--- src/rtl/multicycle_adder.sv ---
// Multi-cycle adder/subtractor. It adds CHUNK bits per cycle, starting with the LSB slice,
// and uses valid/ready handshakes on both the input side and the output side.
module mca_chunk_add #(
  parameter int CW = 8
) (
  input  logic [CW-1:0] a,
  input  logic [CW-1:0] b,
  input  logic          cin,
  output logic [CW-1:0] s,
  output logic          cout
);
  logic [CW:0] sum;
  assign sum  = {1'b0, a} + {1'b0, b} + {{CW{1'b0}}, cin};
  assign s    = sum[CW-1:0];
  assign cout = sum[CW];
endmodule

module multicycle_adder #(
  parameter int WIDTH = 32,
  parameter int CHUNK = 8
) (
  input  logic             clk,
  input  logic             rst_n,
  input  logic             in_valid,
  output logic             in_ready,
  input  logic [WIDTH-1:0] A,
  input  logic [WIDTH-1:0] B,
  input  logic             Pin,
  input  logic             sub,
  output logic             out_valid,
  input  logic             out_ready,
  output logic [WIDTH-1:0] S,
  output logic             Pout,
  output logic             Ovf
);
  localparam int CH = (CHUNK < 1) ? 1 : CHUNK;
  localparam int N  = WIDTH / CH;
  localparam int KW = (N > 1) ? $clog2(N) : 1;
  localparam logic [KW-1:0] KLAST = KW'(N - 1);

  generate
    if (CHUNK < 1 || WIDTH < 1 || (WIDTH % CH) != 0) begin : g_bad_cfg
      $error("multicycle_adder: WIDTH must be a positive multiple of CHUNK (CHUNK >= 1)");
    end
  endgenerate

  typedef enum logic [1:0] {IDLE, CALC, DONE} state_t;
  state_t state_q, state_d;

  logic [N-1:0][CH-1:0] ar_q, ar_d, br_q, br_d, res_q, res_d;
  logic [WIDTH-1:0]     s_q, s_d;
  logic [KW-1:0]        k_q, k_d;
  logic                 carry_q, carry_d, pout_q, pout_d, ovf_q, ovf_d;
  logic [CH-1:0]        slice_s;
  logic                 slice_c;

  mca_chunk_add #(.CW(CH)) u_add (
    .a    (ar_q[k_q]),
    .b    (br_q[k_q]),
    .cin  (carry_q),
    .s    (slice_s),
    .cout (slice_c)
  );

  always_ff @(posedge clk or negedge rst_n) begin
    if (!rst_n) state_q <= IDLE;
    else        state_q <= state_d;
  end

  always_comb begin
    state_d = state_q;
    case (state_q)
      IDLE:    if (in_valid)       state_d = CALC;
      CALC:    if (k_q == KLAST)   state_d = DONE;
      DONE:    if (out_ready)      state_d = IDLE;
      default:                     state_d = IDLE;
    endcase
  end

  always_comb begin
    in_ready  = (state_q == IDLE);
    out_valid = (state_q == DONE);
  end

  // The visible result registers update only on the last slice. This keeps S, Pout, and Ovf stable through IDLE and CALC.
  always_comb begin
    ar_d    = ar_q;
    br_d    = br_q;
    res_d   = res_q;
    carry_d = carry_q;
    k_d     = k_q;
    s_d     = s_q;
    pout_d  = pout_q;
    ovf_d   = ovf_q;
    case (state_q)
      IDLE: if (in_valid) begin
        ar_d    = A;
        br_d    = sub ? ~B : B;
        carry_d = sub ^ Pin;
        k_d     = '0;
      end
      CALC: begin
        res_d[k_q] = slice_s;
        carry_d    = slice_c;
        k_d        = k_q + 1'b1;
        if (k_q == KLAST) begin
          k_d    = '0;
          s_d    = res_d;
          pout_d = slice_c;
          ovf_d  = (ar_q[N-1][CH-1] == br_q[N-1][CH-1]) &&
                   (res_d[N-1][CH-1] != ar_q[N-1][CH-1]);
        end
      end
      default: ;
    endcase
  end

  always_ff @(posedge clk or negedge rst_n) begin
    if (!rst_n) begin
      ar_q    <= '0;
      br_q    <= '0;
      res_q   <= '0;
      carry_q <= 1'b0;
      k_q     <= '0;
      s_q     <= '0;
      pout_q  <= 1'b0;
      ovf_q   <= 1'b0;
    end else begin
      ar_q    <= ar_d;
      br_q    <= br_d;
      res_q   <= res_d;
      carry_q <= carry_d;
      k_q     <= k_d;
      s_q     <= s_d;
      pout_q  <= pout_d;
      ovf_q   <= ovf_d;
    end
  end

  assign S    = s_q;
  assign Pout = pout_q;
  assign Ovf  = ovf_q;
endmodule

--- config.mk ---
export PLATFORM = sky130hd
export DESIGN_NAME = multicycle_adder
export DESIGN_NICKNAME = d
export VERILOG_FILES = /design/src/rtl/multicycle_adder.sv
export SDC_FILE = /design/constraint.sdc
export NUM_CORES = 1
export LEC_CHECK = 0
export CORE_MARGIN = 8
export CORE_UTILIZATION = 59
export CTS_BUF_LIST = sky130_fd_sc_hd__clkbuf_8
export DETAILED_ROUTE_END_ITERATION = 12
export GPL_ROUTABILITY_DRIVEN = 0
export GPL_TIMING_DRIVEN = 0
export PLACE_DENSITY = 0.88
export RECOVER_POWER = 25
export SLEW_MARGIN = 15
export SYNTH_ARGS = -nofsm -noshare
export SYNTH_HDL_FRONTEND = slang
export SYNTH_HIERARCHICAL = 1
export SYNTH_SLANG_ARGS = --single-unit
export TNS_END_PERCENT = 100
--- constraint.sdc ---
create_clock -name clk -period 6.2 [get_ports clk]
set_input_delay 0.62 -clock clk [delete_from_list [all_inputs] [get_ports clk]]
set_output_delay 0.62 -clock clk [all_outputs]
set_load 0.05 [all_outputs]
==> flow_summary_export.csv <==
group,metric,value,unit
flow_run,drv_cap,1,
yosys,async_s_r_ff_share_synth,100,%
yosys,syn_inst,543,
placement,dpl.hpwl,10.7,mm
critical_path,timing.critical_path.arrival,4.02,ns
clocking,clock_sinks,127,
floorplanning,floorplan.initialDensity,59.6,%
timing,timing_max_transition_violations_final,72,
clocking,cts_htree_levels,4,
yosys,netlist_top_cells_area,"sky130_fd_sc_hd__dfrtp_1, sky130_fd_sc_hd__nand2_1, sky130_fd_sc_hd__mux2_2, sky130_fd_sc_hd__mux4_2, sky130_fd_sc_hd__xnor2_1",
final_layout,mostFrequentLayoutCells,"sky130_fd_sc_hd__nand2_1, sky130_fd_sc_hd__dfrtp_1, sky130_fd_sc_hd__clkdlybuf4s50_1",
floorplanning,die_height,117,µm
grt,grt.overflow.total,0,
route,wirelength,14.9,mm
floorplanning,die-area,0.0137,mm²
grt,grt_first_pass_wirelength,24.2,mm
yosys,synthesis.nets,626,
timing,setup_violations,0,
yosys,yosys_register_bits,127,
critical_path,critPathMaxFanout,10,
timing,worst_clock_skew,0.0106,ns
yosys,synth_enable_flop_cells,0,
min_path,min-delay-path-class,"flop to flop",
timing,max_freq,0.273,GHz
clocking,cts.repair_timing.setup_buffer_count,0,
route,post_drt_wl_per_cell,18.3,µm
route,via_count,4558,
critical_path,critPathKind,"flop to flop",
yosys,yosys.area.top_type,"sky130_fd_sc_hd__dfrtp_1",
yosys,ys_warn_count,6,
final_layout,layout.cells.most_common,"sky130_fd_sc_hd__nand2_1",
grt,initial_antenna_violation_count,0,
timing,headroom_to_the_max_slew_limit,-147,%
floorplanning,num_rows,37,
clocking,insertion_delay,0.44,ns
timing,report.final.hold_viol_count,0,
critical_path,cp-start-kind,"flop",
final_layout,drive_above_1_share,17.6,%
clocking,deepest_clock_path_buffer_count,2,
route,final_antenna_net_count,0,
grt,grt_start_max_net_pins,73,
clocking,ctsResizeCount,0,
yosys,synthDistinctLibCells,40,
floorplanning,die_w,117,µm
clocking,clkTransAtPathRegs,0.08,ns
outcome,violations,"max-capacitance violations, max-slew violations",
final_layout,nNetsFinal,750,
final_layout,num-fill-cells,680,
timing,worstMarginPinSlew,3.71,ns
clocking,cts_made_buffers,17,
grt,vias_in_the_first_global_route,4948,
floorplanning,core_area,0.0101,mm²
yosys,synth.cell_area,0.00602,mm²
yosys,synthesis.area_per_instance,11.1,µm²
critical_path,endpoint_kind,"flop",
grt,gr-usage-all-layers,23.4,%
final_layout,multi_input_gate_area_in_the_final_layout,0.00263,mm²
route,vias_per_cell,5.59,
timing,period_minus_slack,3.67,ns
floorplanning,num_ports,106,
clocking,clockRootBuffer,"sky130_fd_sc_hd__clkbuf_8",
yosys,ys_seq_area_share,52.8,%
route,drt_iter0_drc,293,
yosys,synth_largest_type_area_fraction,52.8,%
timing,final.hold.worst_slack,0.477,ns
route,route.detailed.drc,0,
final_layout,area_delta_synth_final,28.1,%
timing,rsz_0062_raised_after_global_routing,"false",
clocking,holdBufCountCts,0,
final_layout,n_antenna_cell,0,
yosys,yosys_most_used_dff,"sky130_fd_sc_hd__dfrtp_1",
placement,portBuffers,104,
outcome,run_status,"finished with violations",
timing,fin_crit_sh,59.2,%
route,drt_pass1_iterations,5,
final_layout,register_area,0.00318,mm²
clocking,tritoncts,"done",
critical_path,critical_path_required,6.55,ns
[kinds of logic after synthesis]
group	Yosys count	share of synthesized area (%)
AO/OA/AOI/OAI	77	7.13
XOR/XNOR	38	5.53
adder cells (fa/ha/maj)	13	2.95
buffers and inverters	39	3.55
flip-flops	127	52.8
multiplexers	73	16.2
AND/OR/NAND/NOR	176	11.9
[critical path, cell delays in order (launching register included)]
cell,delay (ns)
sky130_fd_sc_hd__dfrtp_1,0.38
sky130_fd_sc_hd__buf_4,0.25
sky130_fd_sc_hd__buf_4,0.26
sky130_fd_sc_hd__mux4_2,0.56
sky130_fd_sc_hd__fa_1,0.48
sky130_fd_sc_hd__fa_1,0.43
sky130_fd_sc_hd__a21oi_1,0.27
sky130_fd_sc_hd__o31ai_2,0.11
sky130_fd_sc_hd__xor2_1,0.51
sky130_fd_sc_hd__mux2i_1,0.16
sky130_fd_sc_hd__o21ai_0,0.17
[per-stage QoR]
stage	utilization, %	setup slack [ns]	TNS [ns]	cell area (µm²)	std cells
2_1_floorplan	-	3.12	0	6020	543
3_3_place_gp	71.6	-0.0509	-5.56	7230	783
3_5_place_dp	71.9	2.56	0	7260	784
4_1_cts	76.5	2.53	0	7720	816
5_1_grt	76.4	1.88	0	7710	816
6_report	76.4	2.53	0	7710	816
[cell usage after synthesis, types with 3 or more instances]
library cell               number
sky130_fd_sc_hd__mux2i_1       24
sky130_fd_sc_hd__buf_2         22
sky130_fd_sc_hd__xor2_1         3
sky130_fd_sc_hd__nand2_2        4
sky130_fd_sc_hd__mux2_2        33
sky130_fd_sc_hd__xnor2_1       35
sky130_fd_sc_hd__inv_1          5
sky130_fd_sc_hd__a21o_1         3
sky130_fd_sc_hd__clkbuf_1       3
sky130_fd_sc_hd__buf_6          4
sky130_fd_sc_hd__ha_1          11
sky130_fd_sc_hd__nand2_1      155
sky130_fd_sc_hd__mux4_2        16
sky130_fd_sc_hd__a21oi_1        4
sky130_fd_sc_hd__o21ai_0       60
sky130_fd_sc_hd__nor2_1         4
sky130_fd_sc_hd__dfrtp_1      127
[final timing paths]
path / start / endpoint / slack [ns] / cells after the start
min in group asynchronous: rst_n / S[22] / 1.46 / 1
setup / recovery: k_q[0] / S[22] / 2.53 / 10
hold reg to reg: ar_q[26] / ar_q[26] / 0.48 / 2
max in group asynchronous: rst_n / br_q[21] / 2.66 / 1
setup reg to reg: k_q[0] / S[22] / 2.53 / 10
hold / removal: ar_q[26] / ar_q[26] / 0.48 / 2
[flip-flops by register name (all words and copies together), names as in the netlist]
register,flops
carry_q,1
res_q,24
Ovf,1
br_q,32
ar_q,32
k_q,2
Pout,1
state_q,2
S,32
[per-layer routing]
| layer | routed length, µm | vias up | global-route usage [%] |
|---|---|---|---|
| li1 | - | 2078 | - |
| met1 | 5840 | 2254 | 26.0 |
| met2 | 7680 | 183 | 41.5 |
| met3 | 944 | 43 | 5.54 |
| met4 | 433 | 0 | 11.3 |
| met5 | 0 | - | 0 |
[layout make-up]
| cell class | count | area share [%] |
|---|---|---|
| multi-input combinational | 377 | 34.1 |
| clock buffer | 20 | 3.57 |
| inverter | 5 | 0.243 |
| timing repair buffer | 105 | 13.8 |
| clock inverter | 12 | 2.37 |
| sequential | 127 | 41.2 |
| tap | 136 | 2.21 |
| buffer | 34 | 2.53 |
Power is left out: the tool's default activity adds up to more than one toggle a clock period on the data nets, which glitch-free logic cannot reach.
